--- config.mk ---
export PLATFORM = sky130hd
export DESIGN_NAME = axi_lite_regfile
export DESIGN_NICKNAME = d
export VERILOG_FILES = /design/src/rtl/axi_lite_pkg.sv /design/src/rtl/axi_lite_wr_join.sv /design/src/rtl/axi_lite_regfile.sv
export SDC_FILE = /design/constraint.sdc
export NUM_CORES = 1
export LEC_CHECK = 0
export BUFFER_PORTS_ARGS = -buffer_cell sky130_fd_sc_hd__buf_2
export CORE_AREA = 10 10 454 456
export DETAILED_ROUTE_END_ITERATION = 10
export DIE_AREA = 0 0 464 466
export GPL_TIMING_DRIVEN = 0
export SKIP_CTS_REPAIR_TIMING = 1
export SLEW_MARGIN = 30
export SYNTH_ARGS = -nofsm -noshare
export SYNTH_HDL_FRONTEND = slang
export SYNTH_HIERARCHICAL = 1
export SYNTH_SLANG_ARGS = --single-unit
--- constraint.sdc ---
create_clock -name clk -period 4.45 [get_ports clk]
set_input_delay 1.1125 -clock clk [delete_from_list [all_inputs] [get_ports clk]]
set_output_delay 1.1125 -clock clk [all_outputs]
set_load 0.01 [all_outputs]
--- src/rtl/axi_lite_pkg.sv ---
// Shared AXI-Lite response encoding for the AXI-Lite slave endpoints.
package axi_lite_pkg;

   typedef logic [1:0] axi_resp_t;

   localparam axi_resp_t RESP_OKAY   = 2'b00;
   localparam axi_resp_t RESP_SLVERR = 2'b10;

endpackage

--- src/rtl/axi_lite_wr_join.sv ---
// AXI-Lite write channel join: holds AW and W independently, commits once both are present,
// then owns the B handshake until the master accepts the response.
module axi_lite_wr_join
   import axi_lite_pkg::*;
#(
   parameter int unsigned ADDR_WIDTH = 32,
   parameter int unsigned DATA_WIDTH = 32
) (
   input  logic                    clk,
   input  logic                    rst,
   input  logic [ADDR_WIDTH-1:0]   aw_addr,
   input  logic                    aw_valid,
   output logic                    aw_ready,
   input  logic [DATA_WIDTH-1:0]   w_data,
   input  logic [DATA_WIDTH/8-1:0] w_strb,
   input  logic                    w_valid,
   output logic                    w_ready,
   output axi_resp_t               b_resp,
   output logic                    b_valid,
   input  logic                    b_ready,
   output logic                    commit,
   output logic [ADDR_WIDTH-1:0]   commit_addr,
   output logic [DATA_WIDTH-1:0]   commit_data,
   output logic [DATA_WIDTH/8-1:0] commit_strb,
   input  axi_resp_t               commit_resp
);

   logic                    aw_held_q;
   logic [ADDR_WIDTH-1:0]   aw_addr_q;
   logic                    w_held_q;
   logic [DATA_WIDTH-1:0]   w_data_q;
   logic [DATA_WIDTH/8-1:0] w_strb_q;
   logic                    b_valid_q;
   axi_resp_t               b_resp_q;
   logic                    aw_hs;
   logic                    w_hs;

   // Readies depend only on state, so there is no valid-to-ready combinational path.
   assign aw_ready = !aw_held_q && !b_valid_q;
   assign w_ready  = !w_held_q && !b_valid_q;
   assign aw_hs    = aw_valid && aw_ready;
   assign w_hs     = w_valid && w_ready;

   assign commit      = (aw_held_q || aw_hs) && (w_held_q || w_hs);
   assign commit_addr = aw_held_q ? aw_addr_q : aw_addr;
   assign commit_data = w_held_q ? w_data_q : w_data;
   assign commit_strb = w_held_q ? w_strb_q : w_strb;

   assign b_valid = b_valid_q;
   assign b_resp  = b_resp_q;

   always_ff @(posedge clk) begin
      if (rst) begin
         aw_held_q <= 1'b0;
         aw_addr_q <= '0;
         w_held_q  <= 1'b0;
         w_data_q  <= '0;
         w_strb_q  <= '0;
         b_valid_q <= 1'b0;
         b_resp_q  <= RESP_OKAY;
      end else if (commit) begin
         aw_held_q <= 1'b0;
         w_held_q  <= 1'b0;
         b_valid_q <= 1'b1;
         b_resp_q  <= commit_resp;
      end else begin
         if (aw_hs) begin
            aw_held_q <= 1'b1;
            aw_addr_q <= aw_addr;
         end
         if (w_hs) begin
            w_held_q <= 1'b1;
            w_data_q <= w_data;
            w_strb_q <= w_strb;
         end
         if (b_valid_q && b_ready) begin
            b_valid_q <= 1'b0;
         end
      end
   end

endmodule

--- src/rtl/axi_lite_regfile.sv ---
// Generic AXI-Lite control/status register file with per-word RO/RW selection,
// byte-strobed writes, write pulses to fabric and SLVERR on bad targets.
module axi_lite_regfile
   import axi_lite_pkg::*;
#(
   parameter int unsigned            ADDR_WIDTH = 32,
   parameter int unsigned            DATA_WIDTH = 32,
   parameter int unsigned            NUM_REGS   = 16,
   parameter logic [NUM_REGS-1:0]    RO_MASK    = '0,
   parameter logic [DATA_WIDTH-1:0]  RESET_VAL  = '0
) (
   input  logic                           clk,
   input  logic                           rst,
   input  logic [ADDR_WIDTH-1:0]          aw_addr,
   input  logic                           aw_valid,
   output logic                           aw_ready,
   input  logic [DATA_WIDTH-1:0]          w_data,
   input  logic [DATA_WIDTH/8-1:0]        w_strb,
   input  logic                           w_valid,
   output logic                           w_ready,
   output logic [1:0]                     b_resp,
   output logic                           b_valid,
   input  logic                           b_ready,
   input  logic [ADDR_WIDTH-1:0]          ar_addr,
   input  logic                           ar_valid,
   output logic                           ar_ready,
   output logic [DATA_WIDTH-1:0]          r_data,
   output logic [1:0]                     r_resp,
   output logic                           r_valid,
   input  logic                           r_ready,
   output logic [NUM_REGS*DATA_WIDTH-1:0] reg_o,
   input  logic [NUM_REGS*DATA_WIDTH-1:0] hw_i,
   output logic [NUM_REGS-1:0]            wr_pulse_o
);

   localparam int unsigned STRB_WIDTH = DATA_WIDTH / 8;
   localparam int unsigned LSB        = $clog2(STRB_WIDTH);
   localparam int unsigned IDX_WIDTH  = ADDR_WIDTH - LSB;

   logic                  commit;
   logic [ADDR_WIDTH-1:0] commit_addr;
   logic [DATA_WIDTH-1:0] commit_data;
   logic [STRB_WIDTH-1:0] commit_strb;
   axi_resp_t             commit_resp;

   logic [IDX_WIDTH-1:0]  wr_idx;
   logic [IDX_WIDTH-1:0]  rd_idx;
   logic [NUM_REGS-1:0]   wr_hit;
   logic                  wr_ok;
   logic [DATA_WIDTH-1:0] rd_word;
   logic                  rd_ok;
   logic                  unused_addr_bits;

   logic [DATA_WIDTH-1:0] regs_q [NUM_REGS];
   logic [NUM_REGS-1:0]   wr_pulse_q;
   logic                  r_valid_q;
   logic [DATA_WIDTH-1:0] r_data_q;
   axi_resp_t             r_resp_q;

   axi_lite_wr_join #(
      .ADDR_WIDTH(ADDR_WIDTH),
      .DATA_WIDTH(DATA_WIDTH)
   ) u_wr_join (
      .clk         (clk),
      .rst         (rst),
      .aw_addr     (aw_addr),
      .aw_valid    (aw_valid),
      .aw_ready    (aw_ready),
      .w_data      (w_data),
      .w_strb      (w_strb),
      .w_valid     (w_valid),
      .w_ready     (w_ready),
      .b_resp      (b_resp),
      .b_valid     (b_valid),
      .b_ready     (b_ready),
      .commit      (commit),
      .commit_addr (commit_addr),
      .commit_data (commit_data),
      .commit_strb (commit_strb),
      .commit_resp (commit_resp)
   );

   assign wr_idx = commit_addr[ADDR_WIDTH-1:LSB];
   assign rd_idx = ar_addr[ADDR_WIDTH-1:LSB];
   assign unused_addr_bits = ^{commit_addr[LSB-1:0], ar_addr[LSB-1:0]};

   // Write target decode: only in-range RW words are writable.
   always_comb begin
      wr_hit = '0;
      wr_ok  = 1'b0;
      for (int i = 0; i < NUM_REGS; i++) begin
         if (wr_idx == IDX_WIDTH'(i) && !RO_MASK[i]) begin
            wr_hit[i] = 1'b1;
            wr_ok     = 1'b1;
         end
      end
      commit_resp = wr_ok ? RESP_OKAY : RESP_SLVERR;
   end

   always_comb begin
      rd_word = '0;
      rd_ok   = 1'b0;
      for (int i = 0; i < NUM_REGS; i++) begin
         if (rd_idx == IDX_WIDTH'(i)) begin
            rd_ok   = 1'b1;
            rd_word = RO_MASK[i] ? hw_i[i*DATA_WIDTH +: DATA_WIDTH] : regs_q[i];
         end
      end
   end

   always_ff @(posedge clk) begin
      if (rst) begin
         regs_q     <= '{default: RESET_VAL};
         wr_pulse_q <= '0;
      end else begin
         wr_pulse_q <= commit ? wr_hit : '0;
         if (commit) begin
            for (int i = 0; i < NUM_REGS; i++) begin
               for (int b = 0; b < STRB_WIDTH; b++) begin
                  if (wr_hit[i] && commit_strb[b]) begin
                     regs_q[i][8*b +: 8] <= commit_data[8*b +: 8];
                  end
               end
            end
         end
      end
   end

   // Read captures regs_q before any same-cycle commit lands, so it sees the old value.
   assign ar_ready = !r_valid_q;

   always_ff @(posedge clk) begin
      if (rst) begin
         r_valid_q <= 1'b0;
         r_data_q  <= '0;
         r_resp_q  <= RESP_OKAY;
      end else if (ar_valid && ar_ready) begin
         r_valid_q <= 1'b1;
         r_data_q  <= rd_word;
         r_resp_q  <= rd_ok ? RESP_OKAY : RESP_SLVERR;
      end else if (r_valid_q && r_ready) begin
         r_valid_q <= 1'b0;
      end
   end

   assign r_valid    = r_valid_q;
   assign r_data     = r_data_q;
   assign r_resp     = r_resp_q;
   assign wr_pulse_o = wr_pulse_q;

   for (genvar i = 0; i < NUM_REGS; i++) begin : g_reg_out
      assign reg_o[i*DATA_WIDTH +: DATA_WIDTH] = regs_q[i];
   end

endmodule

# == Word level (Yosys, flattened, before mapping) ==
# Index checks and enable logic that the tools add are counted.
# Widths: inputs -> output; s select.
# totals
ff_bits,636
wordCells,328
input_bits,619
out_inout_bits,569
# classes
n_bitwise,1
n_reduce_logical,150
eq_ne,30
muxes,72
# op_table
cell,count
$mux 32,18
$eq 30x4->1 const B,16
$eq 30x3->1 const B,8
$reduce_and 2->1,66
$eq 30x2->1 const B,4
$logic_and 1x1->1,72
$eq 30x1->1 const B,2
$logic_not 30->1,2
$mux 1,51
$logic_not 1->1,4
$mux 2,2
$mux 4,1
$reduce_bool 2->1,2
$reduce_or 2->1,2
$logic_or 1x1->1,2
$not 1->1,1

# == Longest topological paths before layout ==
# Gate-level depths: netlist of the first run.
# logic_depth
depth_word,19
ltp_mapped,11
ltp_nobuf,8

# == By module ==
# Netlist of the first run, hierarchy kept.
# modules_own_cells
mod,seq_area_each_um2,n_inst,area_each_um2,cells_each
axi_lite_regfile,11250.8,1,25335.5,3355
axi_lite_wr_join,1461.4,1,4112.7,397

# == Worst setup path before layout of the first run ==
# Ideal clock, no wire load.
# synth_timing
path_kind,input port to flip-flop
startpoint,input ar_addr[28]
endpoint,register r_data_q[19] (netlist: r_data[19])
setup_slack_ns,0.804
setup_ns,0.125
t_arrival_ns,3.522
required_ns,4.325
stages,9
path_buffers,2
cell_sequence,or4_4 -> or4_4 -> buf_6 -> buf_6 -> or4_1 -> a222oi_1 -> o2111ai_1 -> a21oi_1 -> o21ai_1
# synth_between
elab_chain_cells,17
elab_cells_between_ends,32
cone_classes,15 x eq/ne; 16 x mux; 1 x reduce/logical
# synth_rtl
element,line,rtl
"start, declared",axi_lite_regfile.sv:24,"input logic [ADDR_WIDTH-1:0] ar_addr,"
$logic_not 30->1,axi_lite_regfile.sv:104,if (rd_idx == IDX_WIDTH'(i)) begin
$mux 32 (15 in series),axi_lite_regfile.sv:104,
$mux 32 *,axi_lite_regfile.sv:104,
"end signal, assigned",axi_lite_regfile.sv:139,r_data_q <= rd_word;
"end, declared",axi_lite_regfile.sv:57,logic [DATA_WIDTH-1:0] r_data_q;
# Every way passes the cells marked *; elsewhere a longest branch is shown, timed or not.
# A chain may end at the register's enable or synchronous reset.

# == Worst setup path after layout of the first run ==
# layout_timing
startpoint,input ar_addr[14]
endpoint,register r_data_q[23] (netlist: r_data[23])
# The elaborated chain is that of the path after synthesis.

==> metrics, run 1 <==
CP max FO 10; Via Count between 30000 and 40000; CP Launch Type input pin; CP required around 5100 ps; Sw Share 0.2886; largest net degree at the start of global routing 13; Slew HR 0.2360; Initial DRC Count ~6200; Worst Setup End Kind flip-flop; status complete, but fails checks; Reg power frac 0.406; clock network fraction of design power 0.495; fin crit share 1.074; fin nets 5123; Pwr Total 14.13 mW; Core ar. just under 200000 um2; Clock Latency Late Sink ~730 ps; global-route wire length before repair between 300 and 400 mm; M2 GR Usage 0.3094; Die X-Extent between 400 and 500 um; Die Y between 400 and 500 um; worst path arrival time ~5500 ps; post-DR wirelength/cell approximately 37 um; switching pwr between 4 and 5 mW; GRT overflow 0; max-cap viol count 0; final setup violation count 15; All-Layer GR Usage 0.2348; fin. max-slew vios 0; Syn. warnings 6; WL final roughly 270 mm; DRT Pass-1 Iters 7; most used routing layer met2; Via density 5.046; flop-to-flop setup slack 0 ps; Pwr Density 360.6 nW/um2; antenna-violating nets left 0; final count of hold timing violations 0; DRC errors left 0; Die ar. 216200 um2; worst-margin pin slew between 1000 and 1500 ps; initial antenna violation count 38; H-tree depth 3; fmax roughly 210 MHz; Row Count around 160; Comb pwr share 0.099; critical path class input pin to flip-flop; clock root buffer clkbuf_16; Hold Slack about 440 ps; HP Class flip-flop to flip-flop; non-filler instance count after layout 7220; Layout Utilization 0.1993; final setup margin -328.7 ps; synthesized instance count ~3700; syn_area_per_cell between 7 and 8 um2; failing checks setup timing; dpl hpwl between 200 and 250 mm; grt met1 use 0.2835; Peak supply drop 0.0002651 V; Synth Cell Area 29340 um2; Pleak ~14 nW; Clock Tree Buf Depth 3; area growth from synthesis to final layout 33.54%; Placed Cells 7061; vias in the first global route about 33000; Clock Skew ~63 ps; Starting Density 0.1492; Top Ports 1188; Int Pwr ~10 mW; CTS tree built; clock sink count 633; met3 Use GR 0.1509; min Tclk post-route about 4800 ps; Place WS -1532 ps; number of port buffers ~670; Clk pin slew, worst setup/hold paths around 60 ps; routability cong. approximately 1.0; share of layout cells above drive strength 1 0.2237; Filler cells around 22000; number of CTS-inserted buffers 81
[critical path: stages]
cell      delay, ps
buf_2            90
or4_1           760
or4_4           600
buf_6           200
buf_2           240
nor3_1          900
a222oi_1        420
o221a_1         370
o31ai_1         520
a22o_1          200
[cell usage in the layout (no fill, tap or decap), types with 9 or more instances in the layout]
master,count
clkinv_2,9
mux2_2,75
a22oi_1,40
clkbuf_16,82
and2_1,19
nand2b_1,146
dfxtp_1,633
clkbuf_2,47
a221oi_1,16
buf_4,16
a22o_1,14
mux2i_1,88
o22ai_1,22
o21ai_1,11
a21o_1,10
nor4_1,17
a222oi_1,26
o21ai_0,67
a211oi_1,12
clkbuf_8,15
nor4_4,9
clkbuf_1,274
a32oi_1,15
nor2b_1,16
nor2_1,90
nand2_1,662
nand3_1,548
nand4_1,16
buf_1,28
buf_2,685
nor3_1,30
a21oi_1,579
nor4_2,9
nor2_2,9
inv_1,20
buf_6,9
diode_2,15
or4_1,13
o221ai_1,12
[flip-flops by register name, summed over array words and instances (netlist names), 2 cells and up]
signal and cells:
reg_o 512, r_data 32, u_wr_join/w_data_q 32, u_wr_join/aw_addr_q 30, wr_pulse_o 16, u_wr_join/w_strb_q 4, u_wr_join/b_resp 2
[metrics by stage]
step	cell area (um2)	TNS [ps]
detailed placement	36250	-286930
finish	39180	-1632
global route	39160	-66.11
floorplan	29340	0
global placement	35990	-390170
CTS	38980	-258530
[power by group through the flow]
stage                     clock, mW  sequential (mW)  combinational [mW]
after floorplan                   0             5.86               0.647
after global placement            0             5.86                1.31
after detailed placement          0             5.86                1.33
after CTS                      6.99             5.74                1.34
after global routing           7.21             5.74                1.41
final                          6.99             5.74                1.40
[area by class of cell]
class | instances | area (um2) | share of cell area
Buffer | 358 | 1536 | 0.03921
Clock inverter | 26 | 400.4 | 0.01022
Antenna cell | 15 | 37.54 | 0.0009580
Tap cell | 2640 | 3303 | 0.08430
Clock buffer | 118 | 2337 | 0.05965
Sequential cell | 633 | 12670 | 0.3234
Timing Repair Buffer | 684 | 3483 | 0.08890
Multi-Input combinational cell | 2725 | 15330 | 0.3913
Inverter | 21 | 78.83 | 0.002012
[per-layer routing]
layer / vias up / part of all wire
li1: 14860 / -
met1: 17850 / 0.37
met2: 3134 / 0.37
met3: 578 / 0.18
met4: 12 / 0.072
met5: - / 0.00032
[worst paths after layout]
path                             end                             start  depth (start not counted)
max reg2reg   reg_o[59]$_SDFFE_PP0P_  u_wr_join/aw_held_q$_SDFFE_PP0P_                         11
min reg2reg   r_data[7]$_SDFFE_PP0P_            r_data[7]$_SDFFE_PP0P_                          2
max          r_data[23]$_SDFFE_PP0P_                       ar_addr[14]                         10
min           r_data[7]$_SDFFE_PP0P_            r_data[7]$_SDFFE_PP0P_                          2
Power figures use the tool's default switching activity.
==> run 2, diff against run 1 <==
Settings changed: CORE_AREA 10 10 454 456 to 10 10 450 452, CTS_BUF_LIST set to sky130_fd_sc_hd__clkbuf_4, DIE_AREA 0 0 464 466 to 0 0 460 462, PLACE_DENSITY set to 0.33.
==> run 2 against run 1 <==
Flip-flop and latch count unchanged. Core utilization increased by 0.091 points. Total power decreased by 6.0%. Fmax increased by 1.8%. Largest cell class unchanged. Sequential power about the same. Sequential share of layout area increased by 0.32 points. Hold slack got worse by 320 ps. The flow still finishes with violations (setup timing). Die area decreased by 1.7%. Register-to-register slack improved by 130 ps. Final area decreased by 0.99%.
==> metrics, run 2 (synthesis gave the netlist of run 1 again) <==
status complete, but fails checks (unchanged); failing checks setup timing (unchanged); Die X-Extent 460 um (was 464 um); R2R Path Start u_wr_join/aw_held_q$_SDFFE_PP0P_ (unchanged); All-Layer GR Usage 0.2397 (was 0.2348); routability cong. 0.9576 (was 1.020); Clock Tree Buf Depth 3 (unchanged); critical path class input pin to flip-flop (unchanged); commonest non-fill, non-tap cells in the layout 687 x buf_2, 662 x nand2_1, 633 x dfxtp_1, 579 x a21oi_1, 548 x nand3_1 (was 685 x buf_2, 662 x nand2_1, 633 x dfxtp_1, 579 x a21oi_1, 548 x nand3_1); non-filler instance count after layout 7329 (was 7220); Pwr Density 342.2 nW/um2 (was 360.6 nW/um2); crit path cell chain buf_2 > or4_1 > clkbuf_1 > nor2_2 > clkbuf_2 > buf_1 > nand2_1 > a32oi_1 > nand4_1 > o2111ai_1 > a21oi_1 (was buf_2 > or4_1 > or4_4 > buf_6 > buf_2 > nor3_1 > a222oi_1 > o221a_1 > o31ai_1 > a22o_1); antenna-violating nets left 0 (unchanged); Starting Density 0.1514 (was 0.1492); Placed Cells 6968 (was 7061); most common cell after layout, fill and taps aside buf_2 (unchanged); share of layout cells above drive strength 1 0.2563 (was 0.2237); fin nets 5232 (was 5123); GRT overflow 0 (unchanged); CP required 5600 ps (was 5120 ps); max-cap viol count 0 (unchanged); WL final 269.0 mm (was 269.8 mm); number of CTS-inserted buffers 193 (was 81); Slew HR 0.2141 (was 0.2360); RSZ-0062 raised after global routing no; vias in the first global route 33570 (was 33260); max FFs per register 512 (unchanged); HP Class input pin to flip-flop (was flip-flop to flip-flop); Place WS -1283 ps (was -1532 ps); fin crit share 1.055 (was 1.074); Clk pin slew, worst setup/hold paths 60 ps (about the same); Largest delay share family, worst path simple AND/OR/NAND/NOR gates (unchanged); setup TNS -243.4 ps (was -1632 ps); Die Y 462 um (was 466 um); final setup violation count 1 (was 15); clock sink count 633 (unchanged); Clock Skew 118.5 ps (was 63.45 ps); final setup margin -243.4 ps (was -328.7 ps); Worst Setup End Kind flip-flop (unchanged); global-route wire length before repair 342.0 mm (was 342.6 mm); initial antenna violation count 65 (was 38); Via Count 35940 (was 36430); H-tree depth 4 (was 3); Worst Hold Launch w_data[1] (was r_data[7]$_SDFFE_PP0P_); Crit path largest cell delay 820 ps (was 900 ps); Worst Setup SP ar_addr[7] (was ar_addr[14]); number of port buffers 667 (unchanged); clock root buffer clkbuf_4 (was clkbuf_16); Filler cells 22230 (was 22310); worst path arrival time 5840 ps (was 5450 ps); DRC errors left 0 (unchanged); final count of hold timing violations 0 (unchanged); fmax 213.1 MHz (was 209.3 MHz); CP Launch Type input pin (unchanged); dpl hpwl 220.9 mm (was 225.3 mm); Layout Utilization 0.2002 (was 0.1993); Top Ports 1188 (unchanged); DRT Pass-1 Iters 7 (unchanged); CP max FO 10 (unchanged); largest net degree at the start of global routing 17 (was 13); Peak supply drop 0.0002828 V (was 0.0002651 V); Row Count 162 (was 163); Via density 4.904 (was 5.046); Clock Latency Late Sink 1330 ps (was 730 ps); worst path buffer plus inverter count 4 (was 3); Initial DRC Count 4588 (was 6163); area growth from synthesis to final layout 32.22% (was 33.54%); slowest CP cell buf_1 (was nor3_1); CTS tree built (unchanged); Core ar. 193800 um2 (was 196600 um2); Die ar. 212500 um2 (was 216200 um2); fin. max-slew vios 0 (unchanged); worst-margin pin slew 1179 ps (was 1146 ps); post-DR wirelength/cell 36.70 um (was 37.37 um); Pleak 14.29 nW (was 14.12 nW); min Tclk post-route 4693 ps (was 4779 ps)
## run 2: cell types whose count changed in the layout (fill, tap and decap cells not counted), sizes merged, moves of 2 or more
| cell | change |
|---|---|
| clkinv | +26 |
| buf | -2 |
| bufinv | -2 |
| clkbuf | +159 |
| diode | +23 |
| inv | +3 |
## run 2: metrics by stage
stage | area (um2) | total power, mW | hold slack, ps
4_1_cts | 38630 | 13.37 | -63.74
3_3_place_gp | 35860 | 7.232 | 428.9
2_1_floorplan | 29340 | 6.507 | 445.0
3_5_place_dp | 36210 | 7.245 | 431.2
6_report | 38790 | 13.28 | 117.8
5_1_grt | 38740 | 13.71 | 41.67
## run 2: final cells by class
| cell class | instances | area (um2) | area share |
|---|---|---|---|
| timing repair buffer | 686 | 3525 | 0.09085 |
| inverter | 21 | 78.83 | 0.002032 |
| antenna | 38 | 95.09 | 0.002451 |
| tap | 2542 | 3181 | 0.08198 |
| buffer | 353 | 1546 | 0.03986 |
| clock inverter | 52 | 330.3 | 0.008514 |
| sequential | 633 | 12670 | 0.3266 |
| clock buffer | 279 | 2095 | 0.05399 |
| multi-input combinational | 2725 | 15270 | 0.3937 |
## run 2: worst paths after layout
kind	endpoint	slack [ps]	cells past startpoint
max	r_data[28]$_SDFFE_PP0P_	-240	11
min	u_wr_join/w_data_q[1]$_SDFFE_PP0P_	120	3
max reg2reg	reg_o[424]$_SDFFE_PP0P_	130	11
min reg2reg	r_data[7]$_SDFFE_PP0P_	440	2
## run 2: worst reg2reg max path, stage by stage (launching register included)
cell and delay (ps):
dfxtp_1 320, buf_6 140, clkbuf_2 300, mux2_2 380, nor4_1 440, nand4_1 490
nor4_2 470, buf_2 270, and2_1 630, nand2_1 480, nand2_1 180, a21oi_1 80
## run 2: per-layer routing
metal / vias up / share of wire / track usage / wire length [um]
li1: 15220 / - / - / -
met1: 17930 / 0.41 / 0.3003 / 110900
met2: 2272 / 0.40 / 0.3359 / 106300
met3: 487 / 0.14 / 0.1282 / 37670
met4: 32 / 0.052 / 0.1059 / 13930
met5: - / 0.00078 / 0 / 210
## run 2: power breakdown
part	internal (mW)	leakage (nW)	switching (mW)
Sequential	5.71	5.10	0.0290
Clock	3.08	1.44	3.05
Combinational	0.319	7.74	1.09
